--- src/rtl/tx_link_arbiter.sv ---
// -----------------------------------------------------------------------------
// tx_link_arbiter
//   Shares the single TX lane toward the transceiver between the DCS Reply
//   builder (DCS) and the Data Header/Data packet builder (DAT). Idle time is
//   filled with Comma words, a minimum comma gap separates packets, and a
//   packet whose source stops supplying words is aborted after a timeout.
//
// Ports
//   TX_CLK, TX_RESETN            TX word clock, async active-low reset
//   dcs_req/valid/data/kchar/last  DCS source request and word stream
//   dcs_ready                    DCS word accepted when dcs_valid & dcs_ready
//   dat_*                        same as dcs_* for the DAT source
//   tx_data_out, tx_kchar_out    registered TX word and kchar flags
//   grant                        one-hot owner, bit0 = DCS, bit1 = DAT
//   abort_pulse                  one-cycle pulse when a packet times out
//   dcs_pkt_cnt, dat_pkt_cnt     completed packet counters (wrapping)
// -----------------------------------------------------------------------------
module tx_link_arbiter #(
  parameter int g_DATA_WID  = 16,
  parameter int g_KCHAR_WID = 2,
  parameter int IDLE_GAP    = 4,
  parameter int TIMEOUT     = 256
) (
  input  logic                   TX_CLK,
  input  logic                   TX_RESETN,
  input  logic                   dcs_req,
  input  logic                   dcs_valid,
  input  logic [g_DATA_WID-1:0]  dcs_data,
  input  logic [g_KCHAR_WID-1:0] dcs_kchar,
  input  logic                   dcs_last,
  output logic                   dcs_ready,
  input  logic                   dat_req,
  input  logic                   dat_valid,
  input  logic [g_DATA_WID-1:0]  dat_data,
  input  logic [g_KCHAR_WID-1:0] dat_kchar,
  input  logic                   dat_last,
  output logic                   dat_ready,
  output logic [g_DATA_WID-1:0]  tx_data_out,
  output logic [g_KCHAR_WID-1:0] tx_kchar_out,
  output logic [1:0]             grant,
  output logic                   abort_pulse,
  output logic [15:0]            dcs_pkt_cnt,
  output logic [15:0]            dat_pkt_cnt
);

  localparam logic [g_DATA_WID-1:0]  COMMA_DATA  = g_DATA_WID'(16'hBC3C);
  localparam logic [g_KCHAR_WID-1:0] COMMA_KCHAR = g_KCHAR_WID'(2'b11);
  localparam logic [7:0]             GAP_LAST    = 8'(IDLE_GAP - 1);
  localparam logic [15:0]            TO_LAST     = 16'(TIMEOUT - 1);

  typedef enum logic [1:0] {
    ST_IDLE = 2'b00,
    ST_XFER = 2'b01,
    ST_GAP  = 2'b10
  } state_t;

  state_t                 state_r;
  logic [7:0]             gap_cnt_r;
  logic [15:0]            to_cnt_r;
  logic                   last_owner_r;   // 1'b1 = DAT owned the lane last

  logic                   xfer_s;
  logic                   sel_valid_s;
  logic [g_DATA_WID-1:0]  sel_data_s;
  logic [g_KCHAR_WID-1:0] sel_kchar_s;
  logic                   sel_last_s;
  logic                   accept_s;
  logic                   any_req_s;
  logic                   pick_dat_s;

  // Round-robin choice: a lone requester wins, on contention the source that
  // did not own the lane last wins.
  function automatic logic rr_pick_dat(input logic dcs_rq, input logic dat_rq,
                                       input logic last_dat);
    logic pick;
    if (dcs_rq && dat_rq) begin
      pick = ~last_dat;
    end else if (dat_rq) begin
      pick = 1'b1;
    end else begin
      pick = 1'b0;
    end
    return pick;
  endfunction

  // Ready is combinational so a word offered in the first XFER cycle is taken.
  assign dcs_ready = (state_r == ST_XFER) & grant[0];
  assign dat_ready = (state_r == ST_XFER) & grant[1];

  // Select the granted source's word and decide arbitration for this cycle.
  always_comb begin
    xfer_s = (state_r == ST_XFER);
    if (grant[1]) begin
      sel_valid_s = dat_valid;
      sel_data_s  = dat_data;
      sel_kchar_s = dat_kchar;
      sel_last_s  = dat_last;
    end else begin
      sel_valid_s = dcs_valid;
      sel_data_s  = dcs_data;
      sel_kchar_s = dcs_kchar;
      sel_last_s  = dcs_last;
    end
    accept_s   = xfer_s & sel_valid_s & (grant != 2'b00);
    any_req_s  = dcs_req | dat_req;
    pick_dat_s = rr_pick_dat(dcs_req, dat_req, last_owner_r);
  end

  // Arbiter FSM with registered TX word, grant, abort pulse and counters.
  always_ff @(posedge TX_CLK or negedge TX_RESETN) begin
    if (!TX_RESETN) begin
      state_r      <= ST_GAP;
      gap_cnt_r    <= 8'd0;
      to_cnt_r     <= 16'd0;
      last_owner_r <= 1'b1;
      grant        <= 2'b00;
      abort_pulse  <= 1'b0;
      tx_data_out  <= COMMA_DATA;
      tx_kchar_out <= COMMA_KCHAR;
      dcs_pkt_cnt  <= 16'd0;
      dat_pkt_cnt  <= 16'd0;
    end else begin
      // Comma is the default fill; only an accepted word overrides it.
      abort_pulse  <= 1'b0;
      tx_data_out  <= COMMA_DATA;
      tx_kchar_out <= COMMA_KCHAR;
      case (state_r)
        ST_IDLE: begin
          if (any_req_s) begin
            grant        <= pick_dat_s ? 2'b10 : 2'b01;
            last_owner_r <= pick_dat_s;
            to_cnt_r     <= 16'd0;
            state_r      <= ST_XFER;
          end else begin
            state_r <= ST_IDLE;
          end
        end
        ST_XFER: begin
          if (accept_s) begin
            tx_data_out  <= sel_data_s;
            tx_kchar_out <= sel_kchar_s;
            to_cnt_r     <= 16'd0;
            if (sel_last_s) begin
              if (grant[1]) begin
                dat_pkt_cnt <= dat_pkt_cnt + 16'd1;
              end else begin
                dcs_pkt_cnt <= dcs_pkt_cnt + 16'd1;
              end
              grant     <= 2'b00;
              gap_cnt_r <= 8'd0;
              state_r   <= ST_GAP;
            end else begin
              state_r <= ST_XFER;
            end
          end else if (to_cnt_r == TO_LAST) begin
            // Stalled for TIMEOUT consecutive cycles: drop the packet uncounted.
            abort_pulse <= 1'b1;
            grant       <= 2'b00;
            gap_cnt_r   <= 8'd0;
            state_r     <= ST_GAP;
          end else begin
            to_cnt_r <= to_cnt_r + 16'd1;
          end
        end
        ST_GAP: begin
          if (gap_cnt_r == GAP_LAST) begin
            gap_cnt_r <= 8'd0;
            state_r   <= ST_IDLE;
          end else begin
            gap_cnt_r <= gap_cnt_r + 8'd1;
          end
        end
        default: begin
          grant     <= 2'b00;
          gap_cnt_r <= 8'd0;
          state_r   <= ST_GAP;
        end
      endcase
    end
  end

endmodule

--- config.mk ---
export PLATFORM = sky130hd
export DESIGN_NAME = tx_link_arbiter
export DESIGN_NICKNAME = d
export VERILOG_FILES = /design/src/rtl/tx_link_arbiter.sv
export SDC_FILE = /design/constraint.sdc
export NUM_CORES = 1
export LEC_CHECK = 0
export BUFFER_PORTS_ARGS = -buffer_cell sky130_fd_sc_hd__buf_2
export CAP_MARGIN = 10
export CORE_ASPECT_RATIO = 1.75
export CORE_MARGIN = 4
export CORE_UTILIZATION = 35
export CTS_BUF_LIST = sky130_fd_sc_hd__clkbuf_8
export DETAILED_ROUTE_END_ITERATION = 10
export MAX_ROUTING_LAYER = met4
export PLACE_DENSITY = 0.53
export SETUP_SLACK_MARGIN = 0.4
export SLEW_MARGIN = 40
export SYNTH_ARGS = -nofsm -noshare
export SYNTH_HDL_FRONTEND = slang
export SYNTH_SLANG_ARGS = --single-unit
--- constraint.sdc ---
create_clock -name TX_CLK -period 3 [get_ports TX_CLK]
set_input_delay 0.75 -clock TX_CLK [delete_from_list [all_inputs] [get_ports TX_CLK]]
set_output_delay 0.75 -clock TX_CLK [all_outputs]
set_load 0.02 [all_outputs]
======== Yosys cells after proc, flatten, opt, wreduce, memory -nomap -nowiden ========
Cells that the tools add are included.
word-level totals
  flip-flop bits (word level) ............. 80
  latch bits .............................. 0
  bits in writable memories ............... 0
  memory bits (read-only) ................. 0
  output and inout bits ................... 55
  logic and storage cells ................. 77
  memories kept ........................... 0
cells by class
  add/sub/neg operators ................... 4
  multipliers ............................. 0
  divide/modulo/power cells ............... 0
  magnitude comparators ................... 0
  eq/ne operators ......................... 9
  shifts and indexed selects .............. 0
  multiplexer cells ....................... 34
  bitwise gates (word level) .............. 9
  reduce and logical (&&, ||, !) cells .... 11
operator list
  kind                                                    count
  two-way mux 16 bit                                      6
  adder 16 x 1 -> 16 bit (second input constant)          3
  two-way mux 8 bit                                       4
  case mux 16 bit (2 select lines)                        1
  two-way mux 2 bit                                       12
  case mux 8 bit (3 select lines)                         1
  equality test 16 x 8 -> 1 bit (second input constant)   1
  case mux 2 bit (3 select lines)                         2
  AND reduction 4 bit                                     3
  adder 8 x 1 -> 8 bit (second input constant)            1
  equality test 8 x 2 -> 1 bit (second input constant)    1
  two-way mux 1 bit                                       8
  inequality test 3 bit (second input constant)           2
  AND reduction 3 bit                                     2
  bitwise AND 1 bit                                       4
  inequality test 2 bit (second input constant)           2
  NOT 1 bit                                               4
  AND reduction 2 bit                                     2
  nonzero test 2 bit                                      2
  inequality test 3 x 1 -> 1 bit (second input constant)  1
  equality test 2 x 1 -> 1 bit (second input constant)    1
  equality test 2 bit (second input constant)             1
  logical NOT 2 bit                                       1
  logical AND 1 bit                                       1
  OR 1 bit                                                1

======== Longest topological paths before layout ========
  depth in word-level cells ............... 5
  gate-level depth with buffers ........... 6
  gate-level depth less buffers ........... 5

======== Worst setup path after synthesis ========
No wires, ideal clock.
  path type ............................... register to output
  start point ............................. register grant[1]
  end point ............................... output port dat_ready
  data arrival time ....................... 1.468 ns
  setup slack ............................. 0.782 ns
  stages on the path, launching flop included .. 5
  path buffers ............................ 2
  path through ............................ dfrtp_1 buf_2 buf_2 inv_1 nor2_1
between the ends
  longest elaborated chain between the ends .. 1
ends and longest elaborated chain
  item                    line  text
  from (decl)             40    output logic [1:0] grant,
  from (signal assigned)  130   grant <= pick_dat_s ? 2'b10 : 2'b01;
  bitwise AND 1 bit       88    assign dat_ready = (state_r == ST_XFER) & grant[1];
  to (decl)               37    output logic dat_ready,
No other way between the ends.

======== Worst setup path after layout ========
  start point ............................. register to_cnt_r[8]
  end point ............................... register to_cnt_r[11]
between the ends
  longest elaborated chain between the ends .. 4
  elaborated cells between the ends (all ways) .. 7
  those cells by class .................... add/sub (1); eq/ne (2); mux (3); reduce/logical (1)
ends and longest elaborated chain
  item                              line  text
  from (decl)                       59    logic [15:0] to_cnt_r;
  from (signal assigned)            162   to_cnt_r <= to_cnt_r + 16'd1;
  adder 16 x 1 -> 16 bit            162
  two-way mux 16 bit                155   end else if (to_cnt_r == TO_LAST) begin
  two-way mux 16 bit                139   if (accept_s) begin
  case mux 16 bit (2 select lines)  127   case (state_r)
Parallel ways exist; a longest one is shown, timed or not. The select of a mux whose other input is x is not followed.
A chain may end at the register's enable or synchronous reset.

==> run summary <==
Run status - completed
Post-synthesis async set-or-reset flop share - 100%
Class of the tightest hold or removal check - input port to async pin
Number of pins with negative max-slew slack in the final report - 0
TritonCTS clock tree - built
Most common cell in the netlist - dfrtp_1
Area enclosed by the die boundary - 0.0131 mm²
Antenna Cells - 0
RSZ-0062 raised after global routing - false
Overall Global Routing Usage - 15.9%
Io pins - 99
Number of nets with antenna violations after routing - 0
Final standard cell utilization of the core - 44.0%
Delay of the slowest cell on the worst path - 0.47 ns
Number of distinct library cells after synthesis - 56
Worst IR Drop VDD - 0.246 mV
Biggest area consumer among synthesized cells - dfrtp_1
Post-synthesis net count - 423
Via count of the first global-routing pass - 3245
Area growth from synthesis to layout - 21.3%
Remaining global-route overflow - 0
Crit path cell chain - nor4_2 -> nand4_1 -> buf_4 -> o21ai_1 -> a221o_1
Area share of the largest cell type after synthesis - 42.7%
Number of detailed-route iterations in the first pass - 4
Final setup TNS - 0 ns
Clock net sink count - 80
Drc violations - 0
CTS hold repair buffers - 0
Core area - 0.0108 mm²
Post-CTS Repair Setup Buffers - 0
Worst-path cell with the longest stage delay - dfrtp_1
Element type at the critical path start - flop
Root Driver - clkbuf_8
Worst setup EP type - flop
Ratio of final minimum period to clock period - 77.3%
Netlist area before placement - 0.00393 mm²
Initial antenna violation count - 0
Number of flops mapped to enable cells by yosys - 0
Maximum capacitance violations - 0
Post-DR wirelength/cell - 16.1 µm
Critical path fanouts, max - 10
Sequential fraction of the synthesis area - 51.4%
Insertion delay to the later sink of the worst-skew pair - 0.37 ns
Post-CTS clock slew at the launch and capture registers of the worst setup and hold paths - 0.09 ns
Cell type group with the largest total delay on the critical path - simple AND/OR/NAND/NOR gates
Number of placement rows - 50
Gpl congestion - 0.858
Total Nets Final - 527
Largest net degree at the start of global routing - 52
Net switching share of the total power - 37.7%
Final min period - 2.32 ns
NetSw - 1.13 mW
Critical path buffers and inverters - 1
Average footprint of a synthesized cell - 10.5 µm²
Total number of vias - 3251
Die boundary height - 148 µm
Top flip-flop cell by instance count after synthesis - dfrtp_1
Origin of the critical flop-to-flop path - to_cnt_r[8]
Worst slew margin relative to its limit - 56.3%
Required time reported for the critical path endpoint - 3.31 ns
DP Wirelength - 7470 µm
Share of total power in combinational logic - 29.4%
Bufs on Longest Clock Path - 2
Top cells by area in the synthesized netlist - dfrtp_1 43%, dfstp_2 8.7%, mux2i_1 4.6%
Chip width - 88.1 µm
Setup violations, final - 0
Hold violation total from the final report - 0
Routed wire length - 9860 µm
Fill cell instance count of the final layout - 1099
Crit path DAT - 2.63 ns
Post-synthesis cell count - 375
Worst reg-to-reg path cell count - 5
Instance count on the critical path - 5
Worst setup path start - to_cnt_r[8]
Worst clock skew - 0.0160 ns
Top cells by instance count after synthesis - 67 x dfrtp_1, 39 x nand2_1, 27 x nor2_1
Number of levels the H-tree was split into - 3
Starting density of the core - 36.3%
Power share of the clock group - 24.4%
Static Leak - 2.20 nW
Power per Cell Area - 630 mW/mm²
Share of power burned in registers - 46.1%
Count of instances resized after the clock tree is built - 0
CTS Buf Count - 9
Share of cells above drive strength 1 - 32.2%
Fmax achieved - 431 MHz
FF+latch count, synth - 80
First-iteration detailed-routing DRC count - 142
Count of warnings emitted by yosys - 0
Worst Max-Slew Pin Slew - 0.655 ns
IO Port Bufs - 98
Via count normalized by instance count - 5.29
Setup CP Type - flop to flop
Internal Power - 1.87 mW
First-pass GRT wire length - 15700 µm
## sequential cells by signal, indices dropped and copies added, names as in the netlist, 2 cells and up
register      count
dat_pkt_cnt      16
dcs_pkt_cnt      16
gap_cnt_r         8
grant             2
state_r           2
to_cnt_r         16
tx_data_out      16
tx_kchar_out      2
## power groups by stage
| stage | clock network [mW] | logic [mW] | registers [mW] |
|---|---|---|---|
| global route | 0.812 | 0.977 | 1.41 |
| CTS | 0.763 | 0.899 | 1.39 |
| detailed placement | 0 | 0.900 | 1.41 |
| finish | 0.734 | 0.884 | 1.39 |
| floorplan | 0 | 0.583 | 1.41 |
| global placement | 0 | 0.882 | 1.41 |
## placed cells by master, fill, tap and decap left out, types with 4 or more instances in the layout
cell type / count
buf_2: 97
dfrtp_1: 67
nand2_1: 39
nor2_1: 27
nand3_1: 20
xnor2_1: 19
mux2i_1: 18
inv_1: 16
xor2_1: 13
nor3_1: 13
dfstp_2: 13
a21oi_1: 11
nand4_1: 10
clkbuf_8: 9
o21ai_0: 8
a31oi_1: 6
and4_1: 5
or3_1: 5
and2_1: 5
buf_4: 5
nor4_2: 4
nor4_1: 4
mux2_2: 4
a221o_1: 4
ha_1: 4
## area by class of cell
class                      instances  area (µm²)  share of cell area, %
clock buffer                       9         124                   2.60
clock inverter                     7        53.8                   1.13
inverter                          16        60.1                   1.26
multi-input combinational        269        1810                   37.9
sequential                        80        2020                   42.3
tap                              130         163                   3.41
timing repair buffer             103         543                   11.4
## layer usage
| layer | global-route usage, % | part of all wire, % | up-vias |
|---|---|---|---|
| met5 | - | 0 | - |
| met4 | 7.56 | 2.8 | 0 |
| met3 | 2.99 | 5.4 | 20 |
| met2 | 27.0 | 53 | 90 |
| met1 | 17.6 | 38 | 1586 |
| li1 | - | - | 1555 |
## worst reg2reg max path: stages, from the launching register on
cell	delay, ns
dfrtp_1	0.47
nor4_2	0.38
nand4_1	0.43
buf_4	0.32
o21ai_1	0.42
a221o_1	0.24
## worst paths after layout
check	end	slack (ns)
worst max register to register	to_cnt_r[11]	0.68
max in group asynchronous	tx_data_out[12]	2.00
worst min-delay path	dcs_pkt_cnt[10]	0.30
worst max-delay path	to_cnt_r[11]	0.68
min in group TX_CLK	dat_pkt_cnt[15]	0.47
worst min register to register	dat_pkt_cnt[15]	0.47
## stage by stage
| stage | hold WS [ns] | total power, mW | instance area [µm²] | setup WS, ns | cells |
|---|---|---|---|---|---|
| after detailed placement | 0.453 | 2.31 | 4590 | 0.702 | 598 |
| after CTS | 0.299 | 3.05 | 4770 | 0.660 | 614 |
| final | 0.303 | 3.00 | 4770 | 0.681 | 614 |
| after global placement | 0.452 | 2.29 | 4590 | 0.748 | 598 |
| after global routing | 0.318 | 3.20 | 4770 | 0.417 | 614 |
| after floorplan | 0.451 | 2.00 | 3930 | 0.782 | 375 |
## cells by family (layout without fill, tap and decap cells)
kind of cell / count (synthesis) / in the layout / synth area share, %
AO/OA/AOI/OAI: 56 / 56 / 10.3
XOR/XNOR: 32 / 32 / 7.13
adder cells (fa/ha/maj): 4 / 4 / 1.27
buffers and inverters: 26 / 135 / 2.68
flip-flops: 80 / 80 / 51.4
multiplexers: 22 / 22 / 5.73
AND/OR/NAND/NOR: 155 / 155 / 21.6
Power figures use the tool's default switching activity.
